## src/rtl/vecmac_result_collector_pkg.sv

```systemverilog
// Shared constants, types and helpers for the vecmac result collector.
// Widths match the 16-lane 8x8 MAC that feeds this block.
package vecmac_result_collector_pkg;

    localparam int LANES      = 16;
    localparam int SUM_W      = 20;
    localparam int ACC_W      = 32;
    localparam int MAC_LAT    = 3;
    localparam int FIFO_DEPTH = 8;
    localparam int CNT_W      = 16;

    localparam int CRED_W = $clog2(FIFO_DEPTH + 1);
    localparam int RES_W  = ACC_W + CNT_W + 1;

    typedef enum logic [0:0] {
        ST_IDLE = 1'b0,
        ST_ACC  = 1'b1
    } acc_state_t;

    typedef struct packed {
        logic [ACC_W-1:0] sum;
        logic [CNT_W-1:0] beats;
        logic             ovf;
    } result_t;

    function automatic logic [CNT_W-1:0] sat_inc(input logic [CNT_W-1:0] v);
        return (&v) ? v : v + CNT_W'(1);
    endfunction

    function automatic logic [ACC_W-1:0] zext_sum(input logic [SUM_W-1:0] v);
        return {{(ACC_W - SUM_W){1'b0}}, v};
    endfunction

endpackage

```

## src/rtl/vecmac_result_collector_fifo.sv

```systemverilog
// Show-ahead synchronous FIFO for completed segment results.
// Head entry is visible on pop_data whenever empty=0; a push into a full FIFO without a pop is dropped.
module vecmac_result_collector_fifo #(
    parameter int WIDTH = 49,
    parameter int DEPTH = 8
) (
    input  logic             clk,
    input  logic             rst_n,
    input  logic             push,
    input  logic [WIDTH-1:0] push_data,
    input  logic             pop,
    output logic [WIDTH-1:0] pop_data,
    output logic             full,
    output logic             empty,
    output logic             ovrun
);

    localparam int AW = $clog2(DEPTH);

    // Pointers carry one extra wrap bit to tell full from empty.
    logic [AW:0]      wr_ptr_q, wr_ptr_d;
    logic [AW:0]      rd_ptr_q, rd_ptr_d;
    logic [WIDTH-1:0] mem_q [DEPTH];
    logic [WIDTH-1:0] mem_d [DEPTH];
    logic             push_ok;
    logic             pop_ok;

    always_comb begin
        empty    = (wr_ptr_q == rd_ptr_q);
        full     = (wr_ptr_q[AW] != rd_ptr_q[AW]) &&
                   (wr_ptr_q[AW-1:0] == rd_ptr_q[AW-1:0]);
        pop_ok   = pop && !empty;
        push_ok  = push && (!full || pop_ok);
        ovrun    = push && full && !pop_ok;
        pop_data = mem_q[rd_ptr_q[AW-1:0]];
    end

    always_comb begin
        wr_ptr_d = wr_ptr_q;
        rd_ptr_d = rd_ptr_q;
        mem_d    = mem_q;
        if (push_ok) begin
            mem_d[wr_ptr_q[AW-1:0]] = push_data;
            wr_ptr_d                = wr_ptr_q + 1'b1;
        end
        if (pop_ok) begin
            rd_ptr_d = rd_ptr_q + 1'b1;
        end
    end

    always_ff @(posedge clk) begin
        if (!rst_n) begin
            wr_ptr_q <= '0;
            rd_ptr_q <= '0;
            for (int i = 0; i < DEPTH; i++) begin
                mem_q[i] <= '0;
            end
        end else begin
            wr_ptr_q <= wr_ptr_d;
            rd_ptr_q <= rd_ptr_d;
            mem_q    <= mem_d;
        end
    end

endmodule

```

## src/rtl/vecmac_result_collector.sv

```systemverilog
// Collects MAC dot-product beats into segment sums and queues finished segments.
// Upstream is throttled by issue_ok credits so a queued result is never overwritten.
module vecmac_result_collector
    import vecmac_result_collector_pkg::*;
(
    input  logic             clk,
    input  logic             rst_n,
    input  logic             iss_valid,
    input  logic             iss_last,
    output logic             issue_ok,
    input  logic             mac_valid,
    input  logic [SUM_W-1:0] mac_sum,
    output logic             m_valid,
    input  logic             m_ready,
    output logic [ACC_W-1:0] m_sum,
    output logic [CNT_W-1:0] m_beats,
    output logic             m_ovf,
    output logic             err_align,
    output logic             err_ovrun
);

    localparam logic [CRED_W-1:0] CRED_MAX = CRED_W'(FIFO_DEPTH);

    logic [MAC_LAT-1:0] dl_valid_q, dl_valid_d;
    logic [MAC_LAT-1:0] dl_last_q, dl_last_d;
    logic               tap_valid;
    logic               tap_last;

    logic [CRED_W-1:0]  credits_q, credits_d;
    logic               err_align_q, err_align_d;
    logic               err_ovrun_q, err_ovrun_d;

    acc_state_t         state_q, state_d;
    logic [ACC_W-1:0]   acc_q, acc_d;
    logic [CNT_W-1:0]   beats_q, beats_d;
    logic               ovf_q, ovf_d;

    logic [ACC_W:0]     sum_ext;
    logic               push;
    result_t            push_res;
    result_t            head_res;
    logic [RES_W-1:0]   head_bits;
    logic               fifo_full;
    logic               fifo_empty;
    logic               fifo_ovrun;
    logic               pop_fire;

    // Issue-side strobes shifted to line up with mac_valid.
    always_comb begin
        dl_valid_d = (dl_valid_q << 1) | MAC_LAT'(iss_valid);
        dl_last_d  = (dl_last_q << 1) | MAC_LAT'(iss_valid & iss_last);
        tap_valid  = dl_valid_q[MAC_LAT-1];
        tap_last   = dl_last_q[MAC_LAT-1];
    end

    always_comb begin
        pop_fire  = !fifo_empty && m_ready;
        credits_d = credits_q;
        if ((iss_valid && iss_last) && !pop_fire) begin
            credits_d = (credits_q == '0) ? '0 : credits_q - CRED_W'(1);
        end else if (pop_fire && !(iss_valid && iss_last)) begin
            credits_d = (credits_q == CRED_MAX) ? CRED_MAX : credits_q + CRED_W'(1);
        end
        err_align_d = err_align_q | (mac_valid != tap_valid);
        err_ovrun_d = err_ovrun_q | fifo_ovrun;
    end

    // FSM: state register.
    always_ff @(posedge clk) begin
        if (!rst_n) begin
            state_q     <= ST_IDLE;
            acc_q       <= '0;
            beats_q     <= '0;
            ovf_q       <= 1'b0;
            dl_valid_q  <= '0;
            dl_last_q   <= '0;
            credits_q   <= CRED_MAX;
            err_align_q <= 1'b0;
            err_ovrun_q <= 1'b0;
        end else begin
            state_q     <= state_d;
            acc_q       <= acc_d;
            beats_q     <= beats_d;
            ovf_q       <= ovf_d;
            dl_valid_q  <= dl_valid_d;
            dl_last_q   <= dl_last_d;
            credits_q   <= credits_d;
            err_align_q <= err_align_d;
            err_ovrun_q <= err_ovrun_d;
        end
    end

    // FSM: next state.
    always_comb begin
        state_d = state_q;
        if (mac_valid) begin
            state_d = tap_last ? ST_IDLE : ST_ACC;
        end
    end

    // FSM: datapath and push generation.
    always_comb begin
        acc_d    = acc_q;
        beats_d  = beats_q;
        ovf_d    = ovf_q;
        push     = 1'b0;
        push_res = '0;
        sum_ext  = {1'b0, acc_q} + {1'b0, zext_sum(mac_sum)};
        if (mac_valid) begin
            case (state_q)
                ST_IDLE: begin
                    acc_d   = zext_sum(mac_sum);
                    beats_d = CNT_W'(1);
                    ovf_d   = 1'b0;
                end
                ST_ACC: begin
                    acc_d   = sum_ext[ACC_W-1:0];
                    beats_d = sat_inc(beats_q);
                    ovf_d   = ovf_q | sum_ext[ACC_W];
                end
                default: begin
                    acc_d   = acc_q;
                end
            endcase
            if (tap_last) begin
                push           = 1'b1;
                push_res.sum   = acc_d;
                push_res.beats = beats_d;
                push_res.ovf   = ovf_d;
            end
        end
    end

    vecmac_result_collector_fifo #(
        .WIDTH (RES_W),
        .DEPTH (FIFO_DEPTH)
    ) u_fifo (
        .clk       (clk),
        .rst_n     (rst_n),
        .push      (push),
        .push_data (push_res),
        .pop       (m_ready),
        .pop_data  (head_bits),
        .full      (fifo_full),
        .empty     (fifo_empty),
        .ovrun     (fifo_ovrun)
    );

    // Payload is forced to zero while nothing is offered so stale entries never leak out.
    always_comb begin
        head_res  = result_t'(head_bits);
        m_valid   = !fifo_empty;
        m_sum     = m_valid ? head_res.sum : '0;
        m_beats   = m_valid ? head_res.beats : '0;
        m_ovf     = m_valid & head_res.ovf;
        issue_ok  = (credits_q != '0);
        err_align = err_align_q;
        err_ovrun = err_ovrun_q;
    end

endmodule

```

## config.mk

```make
export PLATFORM = sky130hd
export DESIGN_NAME = vecmac_result_collector
export DESIGN_NICKNAME = d
export VERILOG_FILES = /design/src/rtl/vecmac_result_collector_pkg.sv /design/src/rtl/vecmac_result_collector_fifo.sv /design/src/rtl/vecmac_result_collector.sv
export SDC_FILE = /design/constraint.sdc
export NUM_CORES = 1
export LEC_CHECK = 0
export CAP_MARGIN = 20
export CORE_MARGIN = 5
export CORE_UTILIZATION = 59
export CTS_CLUSTER_DIAMETER = 100
export DETAILED_ROUTE_END_ITERATION = 10
export PLACE_DENSITY = 0.77
export SYNTH_ARGS = -nofsm -noshare
export SYNTH_HDL_FRONTEND = slang
export SYNTH_HIERARCHICAL = 1
export SYNTH_SLANG_ARGS = --single-unit
```

## constraint.sdc

```tcl
create_clock -name clk -period 3.82 [get_ports clk]
set_clock_uncertainty 0.2 [all_clocks]
set_input_delay 0.955 -clock clk [delete_from_list [all_inputs] [get_ports clk]]
set_output_delay 0.955 -clock clk [all_outputs]
set_load 0.01 [all_outputs]
```

==> reports/metrics.yaml <==
critical_path:
  cp-start-kind: "flip-flop"
  path_buf_inv: 4
  cp-endpoint: "m_sum[28]"
  worstReg2RegStart: "u_fifo/rd_ptr_q[1]"
  critical-path-top-delay-family: "multiplexers"
  r2r_setup_slack_ns: 0.69
  r2r-end: "credits_q[3]"
  crit_path_cell_trace: "buf_12, buf_4, buf_4, mux4_2, mux2_2, nor2b_1, dlygate4sd2_1"
  slowest_delay_ns: 0.50
  crit_slowest_cell: "mux4_2"
  cp_common_cell: "buf_4"
  setup.worst_path.start: "u_fifo/rd_ptr_q[0]"
  cp-end-kind: "output port"
  cp_max_fo: 8
  r2r_cells: 13
  arrival_ns: 2.62
  critPathKind: "flip-flop to output port"
  cp_num_cells: 7
  critPathRequiredTime_ns: 2.66
job:
  max_cap_viol_count: 0
route:
  drt_iter0_drc: 1177
  wl_per_cell_um: 20.0
  viasPerCell: 5.93
  firstDrtPassIters: 6
  vias: 17300
  postRouteAntennaNets: 0
  route.detailed.drc: 0
  routed_wl_um: 58200
clock_network:
  cts.path.max_buffers: 3
  cts_tree: "yes"
  clk_pin_slew_ns: 0.06
  clock_latency_ns: 0.58
  cts_hold_buf: 0
  root_buffer: "clkbuf_16"
  cts_buffers: 46
  htreeDepth: 2
  numClockSinks: 462
timing:
  rsz0062_at_grt: "true"
  hold_viol: 0
  whs_ns: 0.238
  timing.final.crit_share: 0.987
  worstMarginPinSlew_ns: 0.792
  fin_tns_setup_ns: 0
  setup_viol: 0
  maxSlewViolCount: 0
  slew_headroom: 0.471
  layout_min_cycle_time_ns: 3.77
  timing.fmax_mhz: 265
floorplanning:
  die_x_um: 205
  ios: 79
  row_count: 71
  die-area_sq_um: 42200
  dieHeight_um: 205
  core-area_sq_um: 37700
  start_util: 0.598
grt:
  grt_pass1_vias: 17400
  grt_remaining_overflow: 0
  grt_pass1_wl_um: 93000
  grt_max_degree: 116
  track_usage: 0.272
  antenna_found_initial: 0
pwr:
  peakVddDrop_mv: 0.371
  p_leak_uw: 0.0105
  power_density_nw_per_um2: 385
cells_and_area:
  stdcell_count: 2910
  fin_nets: 2414
  nFillCells: 2812
  layout-drive-gt1-share: 0.172
  design_area_sq_um: 26300
  area_growth_pct: 16.5
placement:
  gp_congestion: 0.890
  io_buffers: 78
  placed_area_sq_um: 24300
  dpl.hpwl_um: 36000
  place_inst: 2792
logic_synthesis:
  synth_nets: 2305
  avgSynthCellArea_sq_um: 10.0
  synth_area_sq_um: 22500
  yosys_warnings: 6
  synthCells: 2252
outcome:
  status: "complete, no violations"
min_path:
  worstHoldPathType: "flip-flop to flip-flop"
[cell type report]
class                           count  area (sq um)  area share
Multi-Input combinational cell   1605         12500       0.476
Sequential cell                   462          9260       0.353
Timing Repair Buffer              230          2280      0.0868
Clock buffer                       68          1370      0.0520
Tap cell                          511           639      0.0244
Clock inverter                     16           156     0.00596
Inverter                           16          60.1     0.00229
Antenna cell                        2          5.00    0.000191
[routing by layer]
metal	global-route usage	part of all wire
met3	0.0463	0.055
met2	0.456	0.49
met4	0.0675	0.019
met1	0.370	0.44
met5	0	0
[state kept, by name, summed over array words and instances, names as in the netlist]
register,cells
ovf_q,1
u_fifo/wr_ptr_q,4
credits_q,4
state_q,1
dl_valid_q,3
u_fifo/mem_q,392
err_align,1
acc_q,32
dl_last_q,3
beats_q,16
err_ovrun,1
u_fifo/rd_ptr_q,4
[cells in the final DEF (no fill, tap or decap), types with 10 or more instances in the layout]
cell type and count:
nand2_1 496, dfxtp_1 457, mux2i_1 412, buf_4 120, mux4_2 98, nor2_1 85, a21oi_1 57, nor2b_1 53
clkbuf_16 49, mux2_2 48, o21ai_0 43, nand3_1 37, dlygate4sd2_1 37, clkdlybuf4s50_1 31, ha_1 26, xor2_1 21
xnor2_1 20, buf_12 20, and3_1 17, inv_1 16, a211oi_1 16, a31oi_1 14, nand4_1 12, nand2b_1 12
or3_1 12, clkbuf_1 11, clkinv_2 11, and2_1 10, o21a_1 10, nor3_1 10
[power by group]
group | switching [uW] | internal, uW
registers | 26.3 | 4840
clock network | 1940 | 2620
logic | 388 | 298
[through the flow]
step                       util  power, uW  setup WS [ns]
final                     0.697      10100         0.0481
after global routing      0.697      10400        -0.0198
after CTS                 0.693      10100        -0.0202
after detailed placement  0.645       5630         -0.376
after global placement    0.645       5620         -0.302
after floorplan               -       5390          0.336
[worst min path at each step]
stage                               end  slack [ns]          start  cells after the start
after floorplan            dl_last_q[1]        0.21   dl_last_q[0]                      1
after global placement    dl_valid_q[1]        0.22  dl_valid_q[0]                      1
after detailed placement  dl_valid_q[1]        0.22  dl_valid_q[0]                      1
after CTS                 dl_valid_q[1]        0.24  dl_valid_q[0]                      1
after global routing      dl_valid_q[1]        0.26  dl_valid_q[0]                      1
final                     dl_valid_q[1]        0.24  dl_valid_q[0]                      1
[timing repair]
action / 4_1_cts / 5_1_grt
cloned: 3 / 1
setup endpoints to repair: 50 / 25
gates resized for setup: 68 / 13
setup buffers: 18 / 10
pin swaps: 0 / 1
Power figures use the tool's default switching activity.
